===== src/rtl/multicycle_pkg.sv =====
// Shared encodings for the multicycle MIPS controller: states, opcodes, funct
// codes, ALU control codes and the per-state control word.
package multicycle_pkg;

    typedef enum logic [3:0] {
        FETCH  = 4'd0,
        DECODE = 4'd1,
        MEMADR = 4'd2,
        MEMRD  = 4'd3,
        MEMWB  = 4'd4,
        MEMWR  = 4'd5,
        EXEC   = 4'd6,
        ALUWB  = 4'd7,
        BEQ    = 4'd8,
        ADDIEX = 4'd9,
        ADDIWB = 4'd10,
        JUMP   = 4'd11
    } stateT;

    typedef enum logic [1:0] {
        ALUOP_ADD   = 2'b00,
        ALUOP_SUB   = 2'b01,
        ALUOP_FUNCT = 2'b10
    } aluOpT;

    localparam logic [5:0] OP_RTYPE = 6'b000000;
    localparam logic [5:0] OP_J     = 6'b000010;
    localparam logic [5:0] OP_BEQ   = 6'b000100;
    localparam logic [5:0] OP_ADDI  = 6'b001000;
    localparam logic [5:0] OP_LW    = 6'b100011;
    localparam logic [5:0] OP_SW    = 6'b101011;

    localparam logic [5:0] FUNCT_ADD = 6'b100000;
    localparam logic [5:0] FUNCT_SUB = 6'b100010;
    localparam logic [5:0] FUNCT_AND = 6'b100100;
    localparam logic [5:0] FUNCT_OR  = 6'b100101;
    localparam logic [5:0] FUNCT_SLT = 6'b101010;

    localparam logic [2:0] ALUCON_ADD = 3'b010;
    localparam logic [2:0] ALUCON_SUB = 3'b110;
    localparam logic [2:0] ALUCON_AND = 3'b000;
    localparam logic [2:0] ALUCON_OR  = 3'b001;
    localparam logic [2:0] ALUCON_SLT = 3'b111;

    localparam logic [1:0] SRCB_REGB  = 2'b00;
    localparam logic [1:0] SRCB_FOUR  = 2'b01;
    localparam logic [1:0] SRCB_IMM   = 2'b10;
    localparam logic [1:0] SRCB_IMMSH = 2'b11;

    localparam logic [1:0] PCSRC_ALU    = 2'b00;
    localparam logic [1:0] PCSRC_ALUOUT = 2'b01;
    localparam logic [1:0] PCSRC_JUMP   = 2'b10;

    typedef struct packed {
        logic       iorD;
        logic       irWrite;
        logic       memWrite;
        logic       regDst;
        logic       memtoReg;
        logic       regWrite;
        logic       aluSrcA;
        logic       pcWrite;
        logic       branch;
        logic [1:0] aluSrcB;
        logic [1:0] pcSrc;
        aluOpT      aluOp;
    } ctrlT;

    // Control word asserted while the FSM sits in state s; unused encodings give all zeros.
    function automatic ctrlT ctrlFor(stateT s);
        ctrlT c;
        c         = '0;
        c.aluSrcB = SRCB_REGB;
        c.pcSrc   = PCSRC_ALU;
        c.aluOp   = ALUOP_ADD;
        case (s)
            FETCH: begin
                c.irWrite = 1'b1;
                c.pcWrite = 1'b1;
                c.aluSrcB = SRCB_FOUR;
            end
            DECODE: c.aluSrcB = SRCB_IMMSH;
            MEMADR: begin
                c.aluSrcA = 1'b1;
                c.aluSrcB = SRCB_IMM;
            end
            MEMRD: c.iorD = 1'b1;
            MEMWB: begin
                c.memtoReg = 1'b1;
                c.regWrite = 1'b1;
            end
            MEMWR: begin
                c.iorD     = 1'b1;
                c.memWrite = 1'b1;
            end
            EXEC: begin
                c.aluSrcA = 1'b1;
                c.aluOp   = ALUOP_FUNCT;
            end
            ALUWB: begin
                c.regDst   = 1'b1;
                c.regWrite = 1'b1;
            end
            BEQ: begin
                c.aluSrcA = 1'b1;
                c.aluOp   = ALUOP_SUB;
                c.branch  = 1'b1;
                c.pcSrc   = PCSRC_ALUOUT;
            end
            ADDIEX: begin
                c.aluSrcA = 1'b1;
                c.aluSrcB = SRCB_IMM;
            end
            ADDIWB: c.regWrite = 1'b1;
            JUMP: begin
                c.pcWrite = 1'b1;
                c.pcSrc   = PCSRC_JUMP;
            end
            default: ;
        endcase
        return c;
    endfunction

endpackage


===== src/rtl/alu_decoder.sv =====
// Maps the FSM's ALUOp and the instruction funct field to the 3-bit ALU control code.
module alu_decoder
    import multicycle_pkg::*;
(
    input  aluOpT      ALUOp,
    input  logic [5:0] funct,
    output logic [2:0] AluCon
);

    always_comb begin
        AluCon = ALUCON_ADD;
        case (ALUOp)
            ALUOP_SUB: AluCon = ALUCON_SUB;
            ALUOP_FUNCT: begin
                case (funct)
                    FUNCT_ADD: AluCon = ALUCON_ADD;
                    FUNCT_SUB: AluCon = ALUCON_SUB;
                    FUNCT_AND: AluCon = ALUCON_AND;
                    FUNCT_OR:  AluCon = ALUCON_OR;
                    FUNCT_SLT: AluCon = ALUCON_SLT;
                    default:   AluCon = ALUCON_ADD;
                endcase
            end
            default: AluCon = ALUCON_ADD;
        endcase
    end

endmodule


===== src/rtl/multicycle_controller.sv =====
// Moore control FSM for a multicycle MIPS subset (lw, sw, R-type, beq, addi, j).
module multicycle_controller
    import multicycle_pkg::*;
(
    input  logic       clk,
    input  logic       reset,
    input  logic [5:0] op,
    input  logic [5:0] funct,
    input  logic       zero,
    output logic       IorD,
    output logic       IRWrite,
    output logic       MemWrite,
    output logic       RegDst,
    output logic       MemtoReg,
    output logic       RegWrite,
    output logic       ALUSrcA,
    output logic [1:0] ALUSrcB,
    output logic [1:0] PCSrc,
    output logic       PCEn,
    output logic [2:0] AluCon,
    output logic [3:0] state
);

    stateT stateReg;
    stateT stateNext;
    ctrlT  ctrlReg;
    ctrlT  ctrlOut;

    always_comb begin
        stateNext = FETCH;
        case (stateReg)
            FETCH: stateNext = DECODE;
            DECODE: begin
                case (op)
                    OP_LW, OP_SW: stateNext = MEMADR;
                    OP_RTYPE:     stateNext = EXEC;
                    OP_BEQ:       stateNext = BEQ;
                    OP_ADDI:      stateNext = ADDIEX;
                    OP_J:         stateNext = JUMP;
                    default:      stateNext = FETCH;
                endcase
            end
            MEMADR: begin
                if (op == OP_LW)
                    stateNext = MEMRD;
                else if (op == OP_SW)
                    stateNext = MEMWR;
                else
                    stateNext = FETCH;
            end
            MEMRD:   stateNext = MEMWB;
            EXEC:    stateNext = ALUWB;
            ADDIEX:  stateNext = ADDIWB;
            default: stateNext = FETCH;
        endcase
    end

    // The control word is registered alongside the state, so it always matches stateReg.
    always_ff @(posedge clk) begin
        if (reset) begin
            stateReg <= FETCH;
            ctrlReg  <= ctrlFor(FETCH);
        end else begin
            stateReg <= stateNext;
            ctrlReg  <= ctrlFor(stateNext);
        end
    end

    // While reset is held the outputs show FETCH with every write/branch strobe forced low.
    always_comb begin
        ctrlOut = ctrlReg;
        if (reset) begin
            ctrlOut          = ctrlFor(FETCH);
            ctrlOut.irWrite  = 1'b0;
            ctrlOut.memWrite = 1'b0;
            ctrlOut.regWrite = 1'b0;
            ctrlOut.pcWrite  = 1'b0;
            ctrlOut.branch   = 1'b0;
        end
    end

    assign IorD     = ctrlOut.iorD;
    assign IRWrite  = ctrlOut.irWrite;
    assign MemWrite = ctrlOut.memWrite;
    assign RegDst   = ctrlOut.regDst;
    assign MemtoReg = ctrlOut.memtoReg;
    assign RegWrite = ctrlOut.regWrite;
    assign ALUSrcA  = ctrlOut.aluSrcA;
    assign ALUSrcB  = ctrlOut.aluSrcB;
    assign PCSrc    = ctrlOut.pcSrc;
    assign PCEn     = ctrlOut.pcWrite | (ctrlOut.branch & zero);
    assign state    = reset ? FETCH : stateReg;

    alu_decoder u_aluDecoder (
        .ALUOp  (ctrlOut.aluOp),
        .funct  (funct),
        .AluCon (AluCon)
    );

endmodule


===== config.mk =====
export PLATFORM = sky130hd
export DESIGN_NAME = multicycle_controller
export DESIGN_NICKNAME = d
export VERILOG_FILES = /design/src/rtl/multicycle_pkg.sv /design/src/rtl/alu_decoder.sv /design/src/rtl/multicycle_controller.sv
export SDC_FILE = /design/constraint.sdc
export NUM_CORES = 1
export LEC_CHECK = 0
export CAP_MARGIN = 20
export CORE_ASPECT_RATIO = 1.5
export CORE_MARGIN = 2
export CORE_UTILIZATION = 45
export CTS_BUF_LIST = sky130_fd_sc_hd__clkbuf_8
export DETAILED_ROUTE_END_ITERATION = 7
export PLACE_DENSITY = 0.88
export SETUP_SLACK_MARGIN = 0.1
export SKIP_CTS_REPAIR_TIMING = 1
export SLEW_MARGIN = 40
export SYNTH_ARGS = -nofsm -noshare
export SYNTH_HDL_FRONTEND = slang
export SYNTH_SLANG_ARGS = --single-unit

===== constraint.sdc =====
create_clock -name clk -period 2.21 [get_ports clk]
set_clock_uncertainty 0.05 [all_clocks]
set_input_delay 0.442 -clock clk [delete_from_list [all_inputs] [get_ports clk]]
set_output_delay 0.442 -clock clk [all_outputs]
set_load 0.05 [all_outputs]

==> impl_metrics.yaml <==
layout:
  layout_common_cells: "buf_4 (23), dfxtp_1 (17), buf_12 (17)"
  nets: 188
  diodes: 0
  final_common_cell: "buf_4"
  fill_cells: 115
  final_cells: 193
  final_cell_area_sq_mm: 0.00187
  areaGrowthSynthToFinish_pct: 85.5
  drive_gt1_frac: 0.459
power_and_ir_drop:
  comb_power_share: 0.242
  p_leak_nw: 0.847
  power.density_mw_per_mm2: 400
  p_int_uw: 532
  swShare: 0.288
  power_frac_seq: 0.431
  clkPwrFrac: 0.328
  ir_drop_uv: 701
  p_switching_uw: 215
logic_synthesis:
  ys_warn_count: 0
  synth_cell_type_count: 44
  async_flop_share: 0
  syn_area_sq_mm: 0.00101
  synth_fa_ha_area_frac: 0.0248
  synth_top_family_by_area: "simple AND/OR/NAND/NOR gates"
  synthesis.instances: 119
  synth-simple-area-share: 0.360
  synth_mux_area_frac: 0
  synth-edff-count: 0
  synth_fp_nets: 136
  synth-seq-cells: 17
  yosysSeqAreaShare: 0.338
  synth_compound_area_frac: 0.174
  synth_ff_type: "dfxtp_1"
  synth_xor_area_frac: 0.00870
  avgSynthCellArea_sq_um: 8.46
sta:
  period_share: 0.948
  drv_slew: 0
  hold_ws_ps: 532
  finalHoldViolations: 0
  setup_viol_count_final: 0
  worst_pin_slew_ps: 431
  fin_crit_ps: 2100
  max_freq_mhz: 477
  slew_headroom: 0.710
  grt_setup_unrepaired: "yes"
  worst_slack_ps: 114
floorplan:
  start_util: 0.462
  pin_count: 34
  core_region_area_sq_mm: 0.00218
  fp.dieH_um: 61.9
  row_count: 21
  fp.dieW_um: 42.6
  die-area_sq_mm: 0.00264
setup_path:
  crit_type: "input port to primary output"
  crit_fanout: 2
  arrival_ps: 1600
  critPathRequiredTime_ps: 1720
  startpoint_type: "input port"
  endpoint_kind: "primary output"
routing:
  drc: 0
  routed_wl_um: 3290
  ant_nets: 0
  via_count: 1108
  vias_per_cell: 5.74
  first_pass_iters: 4
  wl_per_cell_um: 17.0
  drt_iter0_markers: 42
clock_network:
  clock_sinks: 17
  cts.clk_slew.worst_paths_ps: 70
  htree_levels: 1
  clkLatencyLatePin_ps: 260
  cts_buffers: 3
  cts_tree: "built"
  clock-root-buffer: "clkbuf_8"
  clockBufferDepth: 2
grt:
  antenna_found_initial: 0
  grt_pass1_vias: 1041
  grt_max_degree: 18
  grt_pass1_wl_um: 4480
  grt-ovfl-total: 0
  grt_use_total: 0.234
placed_design:
  hpwl_um: 2260
  gp_congestion: 0.917
  io_buffers: 33
  placed_cells: 186
  pre_cts_slack_ps: -410
  place_area_sq_mm: 0.00169
job:
  cap_viol_max_count: 0
worst_hold_path:
  hp-class: "input port to flop"
outcome:
  status: "complete, no violations"
==> cells by family (layout without fill, tap and decap cells) <==
| logic type | after synthesis | count (layout) |
|---|---|---|
| compound gates | 23 | 23 |
| buf+inv | 17 | 68 |
| flops | 17 | 17 |
| xor+xnor | 1 | 1 |
| fa+ha+maj | 2 | 2 |
| simple gates | 59 | 59 |
==> registers in the layout, indices dropped and copies added, names as in the netlist <==
register,count
ctrlReg,13
stateReg,4
==> final timing paths <==
| path | cells after the start | slack (ps) | endpoint | startpoint |
|---|---|---|---|---|
| worst min register to register | 4 | 780 | ctrlReg[5]$_SDFF_PP0_ | stateReg[0]$_SDFF_PP0_ |
| worst min-delay path | 3 | 530 | ctrlReg[8]$_SDFF_PP0_ | reset |
| worst max register to register | 5 | 250 | ctrlReg[9]$_SDFF_PP0_ | stateReg[0]$_SDFF_PP0_ |
| worst max-delay path | 7 | 110 | AluCon[0] | funct[4] |
==> critical path, stage by stage <==
cell and delay [ps]:
dlymetal6s2s_1 120, nand2b_4 140, buf_4 140, nor4_4 310
buf_4 160, a32o_2 150, buf_12 140
==> stage by stage <==
step	setup TNS (ps)	power (mW)	utilization
after CTS	-1580	0.731	0.799
after detailed placement	-4980	0.494	0.777
after global routing	0	0.771	0.857
after floorplan	-44.1	0.411	-
final	0	0.747	0.857
after global placement	-3600	0.488	0.777
==> per-layer routing <==
layer  wire (um)  part of all wire  up-vias  global-route usage
li1            -                 -      514                   -
met1        1080              0.33      518               0.206
met2        1920              0.58       58               0.481
met3         150             0.046       18              0.0347
met4         144             0.044        0               0.156
met5           0                 0        -                   0
==> cell usage after synthesis, types with 2 or more instances <==
| cell type | n | area, sq um |
|---|---|---|
| a21oi_1 | 6 | 30.0 |
| and3_2 | 2 | 15.0 |
| clkbuf_1 | 2 | 7.51 |
| dfxtp_1 | 17 | 340 |
| ha_1 | 2 | 25.0 |
| inv_1 | 8 | 30.0 |
| nand2_1 | 5 | 18.8 |
| nand2b_1 | 8 | 50.1 |
| nand4_1 | 2 | 12.5 |
| nor2_1 | 13 | 48.8 |
| nor2b_1 | 12 | 75.1 |
| nor3_1 | 4 | 20.0 |
| nor4_1 | 3 | 18.8 |
| nor4b_1 | 3 | 26.3 |
| o21a_1 | 2 | 15.0 |
| o21ai_0 | 2 | 10.0 |
==> area by class of cell <==
class	instances	area (sq um)	share of cell area
clock buffers	3	41.3	0.0221
clock inverters	1	7.51	0.00402
inverters	8	33.8	0.0181
multi-input cells	85	707	0.378
flip-flops and latches	17	340	0.182
well taps	23	28.8	0.0154
repair buffers	56	709	0.380
==> power groups by stage <==
stage / logic (mW) / registers, mW / clock network [mW]
floorplan: 0.0877 / 0.323 / 0
global placement: 0.161 / 0.327 / 0
detailed placement: 0.166 / 0.328 / 0
CTS: 0.166 / 0.321 / 0.243
global route: 0.188 / 0.323 / 0.260
finish: 0.180 / 0.322 / 0.245
Note: power is estimated with default switching activity, not from simulation.
